===== config.mk =====
export PLATFORM = sky130hd
export DESIGN_NAME = sram_req_arbiter
export DESIGN_NICKNAME = d
export VERILOG_FILES = /design/src/rtl/sram_req_arbiter_pkg.sv /design/src/rtl/sram_owner_fifo.sv /design/src/rtl/sram_req_arbiter.sv
export SDC_FILE = /design/constraint.sdc
export NUM_CORES = 1
export LEC_CHECK = 0
export BUFFER_PORTS_ARGS = -buffer_cell sky130_fd_sc_hd__clkbuf_2
export CAP_MARGIN = 20
export CORE_AREA = 5 5 120 122
export CTS_CLUSTER_DIAMETER = 30
export CTS_CLUSTER_SIZE = 40
export DETAILED_ROUTE_END_ITERATION = 10
export DIE_AREA = 0 0 125 127
export PLACE_DENSITY_LB_ADDON = 0.15
export SETUP_SLACK_MARGIN = 0.15
export SLEW_MARGIN = 20
export SYNTH_ARGS = -nofsm -noshare
export SYNTH_HDL_FRONTEND = slang
export SYNTH_SLANG_ARGS = --single-unit

===== constraint.sdc =====
create_clock -name aclk -period 3 [get_ports aclk]
set_clock_uncertainty 0.15 [all_clocks]
set_input_delay 0.15 -clock aclk [delete_from_list [all_inputs] [get_ports aclk]]
set_output_delay 0.15 -clock aclk [all_outputs]
set_load 0.01 [all_outputs]

===== src/rtl/sram_req_arbiter_pkg.sv =====
`default_nettype none
// ============================================================================
// Module      : sram_req_arbiter_pkg
// Description : Shared constants and types for the two-master SRAM-like
//               request arbiter (state codes, size codes, owner codes).
// Revision    : 1.0 - initial release
// ============================================================================
package sram_req_arbiter_pkg;

  // Arbiter FSM state encodings
  localparam logic [1:0] ST_IDLE  = 2'd0;
  localparam logic [1:0] ST_HOLD0 = 2'd1;
  localparam logic [1:0] ST_HOLD1 = 2'd2;

  // Transfer size codes on the SRAM-like bus
  localparam logic [1:0] SZ_BYTE = 2'd0;
  localparam logic [1:0] SZ_HALF = 2'd1;
  localparam logic [1:0] SZ_WORD = 2'd2;

  // Owner encodings stored in the outstanding-transaction FIFO
  localparam logic OWN_INST = 1'b0;
  localparam logic OWN_DATA = 1'b1;

  // Request fields forwarded from the winning master to the bridge
  typedef struct packed {
    logic        wr;
    logic [1:0]  size;
    logic [3:0]  wstrb;
    logic [31:0] addr;
    logic [31:0] wdata;
  } sram_req_t;

endpackage
`default_nettype wire


===== src/rtl/sram_owner_fifo.sv =====
`default_nettype none
// ============================================================================
// Module      : sram_owner_fifo
// Description : 1-bit wide synchronous FIFO recording which master owns each
//               accepted-but-unanswered transaction, oldest at the head.
// Revision    : 1.0 - initial release
// ============================================================================
module sram_owner_fifo #(
  parameter int DEPTH = 4,
  localparam int AW = $clog2(DEPTH),
  localparam int CW = AW + 1
) (
  input  logic          clk,
  input  logic          rst_n,
  input  logic          push,
  input  logic          din,
  input  logic          pop,
  output logic          head,
  output logic          full,
  output logic          empty,
  output logic [CW-1:0] count
);

  logic [DEPTH-1:0] r_mem;
  logic [AW-1:0]    r_wr_ptr;
  logic [AW-1:0]    r_rd_ptr;
  logic [CW-1:0]    r_count;
  logic             w_do_push;
  logic             w_do_pop;

  // A pop frees a slot in the same cycle, so push is allowed when full only
  // alongside a pop; a pop on an empty FIFO is ignored.
  assign w_do_pop  = pop & (r_count != '0);
  assign w_do_push = push & ((r_count != CW'(DEPTH)) | w_do_pop);

  // Storage, pointers and occupancy; pointers wrap naturally at DEPTH.
  always_ff @(posedge clk or negedge rst_n) begin
    if (!rst_n) begin
      r_mem    <= '0;
      r_wr_ptr <= '0;
      r_rd_ptr <= '0;
      r_count  <= '0;
    end else begin
      if (w_do_push) begin
        r_mem[r_wr_ptr] <= din;
        r_wr_ptr        <= r_wr_ptr + AW'(1);
      end
      if (w_do_pop) begin
        r_rd_ptr <= r_rd_ptr + AW'(1);
      end
      case ({w_do_push, w_do_pop})
        2'b10:   r_count <= r_count + CW'(1);
        2'b01:   r_count <= r_count - CW'(1);
        default: r_count <= r_count;
      endcase
    end
  end

  assign head  = r_mem[r_rd_ptr];
  assign full  = (r_count == CW'(DEPTH));
  assign empty = (r_count == '0);
  assign count = r_count;

endmodule
`default_nettype wire


===== src/rtl/sram_req_arbiter.sv =====
`default_nettype none
// ============================================================================
// Module      : sram_req_arbiter
// Description : Two-master (instruction fetch m0, data m1) to one-slave
//               arbiter for the SRAM-like protocol. Zero-cycle grant from
//               IDLE, grant locked until accepted, in-order response routing
//               through an owner FIFO, m0 anti-starvation.
// Revision    : 1.0 - initial release
// ============================================================================
module sram_req_arbiter
  import sram_req_arbiter_pkg::*;
#(
  parameter int MAX_OUTST  = 4,
  parameter int STARVE_LIM = 3
) (
  input  logic        aclk,
  input  logic        aresetn,
  // master 0 : instruction fetch
  input  logic        m0_req,
  input  logic        m0_wr,
  input  logic [1:0]  m0_size,
  input  logic [3:0]  m0_wstrb,
  input  logic [31:0] m0_addr,
  input  logic [31:0] m0_wdata,
  output logic        m0_addr_ok,
  output logic        m0_data_ok,
  output logic [31:0] m0_rdata,
  // master 1 : data memory
  input  logic        m1_req,
  input  logic        m1_wr,
  input  logic [1:0]  m1_size,
  input  logic [3:0]  m1_wstrb,
  input  logic [31:0] m1_addr,
  input  logic [31:0] m1_wdata,
  output logic        m1_addr_ok,
  output logic        m1_data_ok,
  output logic [31:0] m1_rdata,
  // slave : bridge port
  output logic        s_req,
  output logic        s_wr,
  output logic [1:0]  s_size,
  output logic [3:0]  s_wstrb,
  output logic [31:0] s_addr,
  output logic [31:0] s_wdata,
  input  logic        s_addr_ok,
  input  logic        s_data_ok,
  input  logic [31:0] s_rdata,
  output logic        resp_err
);

  localparam int CW = $clog2(MAX_OUTST) + 1;
  localparam int SW = (STARVE_LIM < 1) ? 1 : $clog2(STARVE_LIM + 1);
  localparam logic [SW-1:0] c_starve_max = SW'(STARVE_LIM);

  logic [1:0]    r_state;
  logic [1:0]    w_state_next;
  logic [SW-1:0] r_starve_cnt;
  logic          r_resp_err;

  logic          w_grant_valid;
  logic          w_grant_sel;
  logic          w_idle_sel;
  logic          w_accept;
  logic          w_pop;
  logic          w_full;
  logic          w_empty;
  logic          w_head;
  logic [CW-1:0] w_count;
  logic          w_unused;
  sram_req_t     w_m0_fields;
  sram_req_t     w_m1_fields;
  sram_req_t     w_s_fields;

  assign w_m0_fields = '{wr: m0_wr, size: m0_size, wstrb: m0_wstrb, addr: m0_addr, wdata: m0_wdata};
  assign w_m1_fields = '{wr: m1_wr, size: m1_size, wstrb: m1_wstrb, addr: m1_addr, wdata: m1_wdata};

  // m1 normally wins; m0 is forced once it has watched STARVE_LIM m1 grants.
  assign w_idle_sel = (m1_req && !((r_starve_cnt == c_starve_max) && m0_req)) ? OWN_DATA : OWN_INST;

  // State register
  always_ff @(posedge aclk or negedge aresetn) begin
    if (!aresetn) begin
      r_state <= ST_IDLE;
    end else begin
      r_state <= w_state_next;
    end
  end

  // Next state: lock the grant when the bridge stalls, release on accept or
  // when the locked master withdraws its request.
  always_comb begin
    w_state_next = r_state;
    case (r_state)
      ST_IDLE: begin
        if (w_grant_valid && !s_addr_ok) begin
          w_state_next = (w_grant_sel == OWN_DATA) ? ST_HOLD1 : ST_HOLD0;
        end
      end
      ST_HOLD0, ST_HOLD1: begin
        if (!w_grant_valid || s_addr_ok) begin
          w_state_next = ST_IDLE;
        end
      end
      default: w_state_next = ST_IDLE;
    endcase
  end

  // Grant outputs; everything is held off while reset is asserted.
  always_comb begin
    w_grant_valid = 1'b0;
    w_grant_sel   = OWN_INST;
    case (r_state)
      ST_IDLE: begin
        w_grant_valid = !w_full && (m0_req || m1_req);
        w_grant_sel   = w_idle_sel;
      end
      ST_HOLD0: begin
        w_grant_valid = m0_req;
        w_grant_sel   = OWN_INST;
      end
      ST_HOLD1: begin
        w_grant_valid = m1_req;
        w_grant_sel   = OWN_DATA;
      end
      default: begin
        w_grant_valid = 1'b0;
        w_grant_sel   = OWN_INST;
      end
    endcase
    w_grant_valid = w_grant_valid & aresetn;
  end

  // Request field mux toward the bridge; fields read zero without a request.
  always_comb begin
    w_s_fields = '0;
    if (w_grant_valid) begin
      w_s_fields = (w_grant_sel == OWN_DATA) ? w_m1_fields : w_m0_fields;
    end
  end

  assign s_req   = w_grant_valid;
  assign s_wr    = w_s_fields.wr;
  assign s_size  = w_s_fields.size;
  assign s_wstrb = w_s_fields.wstrb;
  assign s_addr  = w_s_fields.addr;
  assign s_wdata = w_s_fields.wdata;

  assign w_accept   = w_grant_valid & s_addr_ok;
  assign m0_addr_ok = w_accept & (w_grant_sel == OWN_INST);
  assign m1_addr_ok = w_accept & (w_grant_sel == OWN_DATA);

  // Responses pop the oldest owner; the head is read before any same-cycle push.
  assign w_pop      = s_data_ok & ~w_empty & aresetn;
  assign m0_data_ok = w_pop & (w_head == OWN_INST);
  assign m1_data_ok = w_pop & (w_head == OWN_DATA);
  assign m0_rdata   = m0_data_ok ? s_rdata : 32'd0;
  assign m1_rdata   = m1_data_ok ? s_rdata : 32'd0;

  // Anti-starvation counter, updated only on acceptances.
  always_ff @(posedge aclk or negedge aresetn) begin
    if (!aresetn) begin
      r_starve_cnt <= '0;
    end else if (w_accept) begin
      if (w_grant_sel == OWN_DATA && m0_req) begin
        if (r_starve_cnt != c_starve_max) begin
          r_starve_cnt <= r_starve_cnt + SW'(1);
        end
      end else begin
        r_starve_cnt <= '0;
      end
    end
  end

  // Sticky flag for a response that has no outstanding transaction.
  always_ff @(posedge aclk or negedge aresetn) begin
    if (!aresetn) begin
      r_resp_err <= 1'b0;
    end else if (s_data_ok && w_empty) begin
      r_resp_err <= 1'b1;
    end
  end

  assign resp_err = r_resp_err;

  sram_owner_fifo #(
    .DEPTH (MAX_OUTST)
  ) u_owner_fifo (
    .clk   (aclk),
    .rst_n (aresetn),
    .push  (w_accept),
    .din   (w_grant_sel),
    .pop   (w_pop),
    .head  (w_head),
    .full  (w_full),
    .empty (w_empty),
    .count (w_count)
  );

  // Occupancy is tracked inside the FIFO; full/empty are what the arbiter needs.
  assign w_unused = ^w_count;

endmodule
`default_nettype wire

==> results.py <==
metrics = {
    "cells_and_area": {
        "fin_nets": 908,
        "layout-drive-gt1-share": 0.5028,
        "layout_commonest_cell": "clkbuf_2",
        "num_antenna_cells": 0,
        "fin_util": 0.3337,
        "n_fill_cell": 1451,
        "mostFrequentLayoutCells": "clkbuf_2, nand2_1, a21oi_1",
        "area_delta_synth_final_pct": 75.38,
    },
    "clock_tree": {
        "cts_tree": "built",
        "cts_root_buffer": "clkbuf_16",
        "numCtsBuffers": 3,
        "cts_max_path_buffers": 2,
        "cts-htree-levels": 1,
        "cts.clk_slew.worst_paths_ps": 50,
        "clock_latency_ps": 240,
        "cts_setup_buffers": 0,
        "cts.sinks": 16,
    },
    "yosys": {
        "synth_area_leaders": "nand2_1, dfrtp_1, a21oi_1",
        "synth_enable_flop_cells": 0,
        "ys_ff_latch": 16,
        "yosys_warnings": 0,
        "ys.flop_type": "dfrtp_1",
        "synth-async-reset-ratio": 1.000,
        "syn_avg_cell_area_sq_um": 6.029,
        "synth.net_count": 604,
        "synth_top_area_frac": 0.2322,
        "synth_cell_types": 33,
        "synth_largest_area_cell": "nand2_1",
        "ys_seq_area_frac": 0.1608,
        "synthCells": 413,
        "synthesis.area_sq_um": 2490,
    },
    "floorplan": {
        "die-height_um": 127,
        "die_area_sq_um": 15880,
        "initial_core_util": 0.1903,
        "rows": 42,
        "io_pins": 321,
        "fp.dieW_um": 125,
        "coreArea_sq_um": 13090,
    },
    "critical_path": {
        "cp_slowest_cell": "dfrtp_1",
        "crit_type": "reg2out",
        "cp_data_arrival_time_ps": 2360,
        "crit_path_end_kind": "output port",
        "r2r_slack_ps": 460,
        "critPathTopFamily": "buffers and inverters",
        "worstPathRequired_ps": 2700,
        "rr_endpoint": "u_owner_fifo.count[2]",
        "cp.buffers_inverters": 5,
        "cp.depth": 10,
        "r2r_cells": 11,
        "cpPeakStageDelay_ps": 420,
        "endpoint": "m0_addr_ok",
        "critPathLaunch": "r_state[0]",
        "critPathLaunchType": "flip-flop",
        "regToRegStartpoint": "r_state[0]",
        "path_cells": "inv_1 -> ha_1 -> a22oi_1 -> o21ai_1 -> buf_4 -> nand2_2 -> buf_6 -> inv_2 -> and3_1 -> clkbuf_2",
        "worstPathMaxFanout": 48,
    },
    "grt": {
        "grt_pass1_vias": 3796,
        "antenna_found_initial": 0,
        "grt_pass1_wl_mm": 20.27,
        "grt-ovfl-total": 0,
        "grt_max_degree": 78,
        "grt_usage": 0.1553,
    },
    "place": {
        "place_hpwl_mm": 11.65,
        "gp_congestion": 0.9087,
        "place.port_buffers": 320,
    },
    "sta": {
        "relSlewSlack": 0.6333,
        "rsz0062_at_grt": "false",
        "post-route-min-period_ps": 2662,
        "worst_pin_slew_ps": 545.9,
        "max_freq_mhz": 375.7,
        "drv_slew": 0,
        "tns_ps": 0,
        "fin_crit_sh": 0.8872,
        "finalHoldViolations": 0,
        "setup_viol_count_final": 0,
    },
    "hold_path": {
        "hold_class": "in2reg",
    },
    "power_and_ir_drop": {
        "leakagePower_uw": 0.002674,
        "power_density_nw_per_um2": 851.9,
        "power.total_uw": 3720,
        "vdd_drop_max_mv": 0.4243,
    },
    "status": {
        "outcome": "finished clean",
    },
    "route": {
        "drt_iter0_drc": 227,
        "ant_nets": 0,
        "via_per_inst": 4.369,
        "drcViolationCount": 0,
        "drt-total-wl_mm": 13.85,
        "dr.pass1.iters": 4,
        "vias": 3897,
        "wl_per_cell_um": 15.53,
    },
    "flow_run": {
        "maxCapViolations": 0,
    },
}
==> synth_stat cells, types with 2 or more instances <==
cell	n
a21o_1	3
a21oi_1	75
a31oi_1	9
and2_1	21
and2_2	12
and3_1	32
and3_2	3
buf_2	10
buf_4	3
buf_6	3
clkbuf_1	19
dfrtp_1	16
ha_1	10
inv_1	8
mux2_2	2
nand2_1	154
nand3_1	4
nand4_1	6
nor2_1	2
nor2b_1	3
o21ai_0	2
xnor2_1	3
xor2_1	3
==> cells by family (layout without fill, tap and decap cells) <==
logic type	after synthesis	after routing	share of synthesized area
simple gates	240	240	0.4578
compound gates	92	92	0.1950
buf+inv	44	347	0.08492
flops	16	16	0.1608
fa+ha+maj	11	11	0.05829
xor+xnor	6	6	0.02111
mux	4	4	0.02211
==> worst min-delay path by stage <==
| stage | slack, ps | start | depth (start not counted) | end |
|---|---|---|---|---|
| 6_report | 60 | m0_req | 3 | r_starve_cnt[0] |
| 3_3_place_gp | -130 | aresetn | 1 | u_owner_fifo.r_wr_ptr[1] |
| 5_1_grt | 110 | m0_req | 3 | r_starve_cnt[0] |
| 2_1_floorplan | -300 | aresetn | 0 | r_starve_cnt[0] |
| 3_5_place_dp | -130 | aresetn | 1 | u_owner_fifo.r_wr_ptr[1] |
| 4_1_cts | 50 | m0_req | 3 | r_starve_cnt[0] |
==> power breakdown <==
| group | total (uW) | switching [uW] | internal, uW |
|---|---|---|---|
| Combinational | 3020 | 1910 | 1110 |
| Sequential | 415 | 93.6 | 321 |
| Clock | 284 | 82.2 | 202 |
==> what timing repair did <==
| action | CTS | global route |
|---|---|---|
| resized for setup | 0 | 1 |
| endpoints found under the hold margin | 17 | 0 |
| setup endpoints to repair | 0 | 3 |
| hold buffers | 2 | 0 |
==> tightest hold or removal path: stages <==
cell	delay, ps
clkbuf_2	130
nand3_1	70
mux2i_1	60
==> cell type report <==
class | instances | area (sq um) | area share
Clock buffer | 4 | 88.84 | 0.02034
Inverter | 9 | 33.78 | 0.007736
Multi-Input combinational cell | 353 | 1896 | 0.4341
Sequential cell | 16 | 400.4 | 0.09169
Tap cell | 176 | 220.2 | 0.05043
Timing Repair Buffer | 334 | 1728 | 0.3957
==> per-stage QoR <==
stage | cells | hold slack [ps] | worst slack [ps] | cell area [sq um]
finish | 892 | 59.39 | 338.5 | 4367
global route | 892 | 106.2 | 192.4 | 4367
CTS | 892 | 52.17 | 206.3 | 4363
detailed placement | 886 | -132.3 | 476.9 | 4254
global placement | 886 | -133.5 | 528.1 | 4254
floorplan | 413 | -295.6 | 677.6 | 2490
==> layer usage <==
layer,vias to the layer above,track usage,routed length (um),part of all wire
li1,1977,-,-,-
met1,1744,0.1702,5138,0.37
met2,172,0.3198,7733,0.56
met3,4,0.02379,905,0.065
met4,0,0.01977,73,0.0053
met5,-,0,0,0
==> flip-flops by register name (all words and copies together) (netlist names) <==
name,cells
u_owner_fifo.r_wr_ptr,2
resp_err,1
r_state,2
u_owner_fifo.r_rd_ptr,2
u_owner_fifo.count,3
r_starve_cnt,2
u_owner_fifo.r_mem,4
No activity file was read; power rests on OpenSTA's default activity.
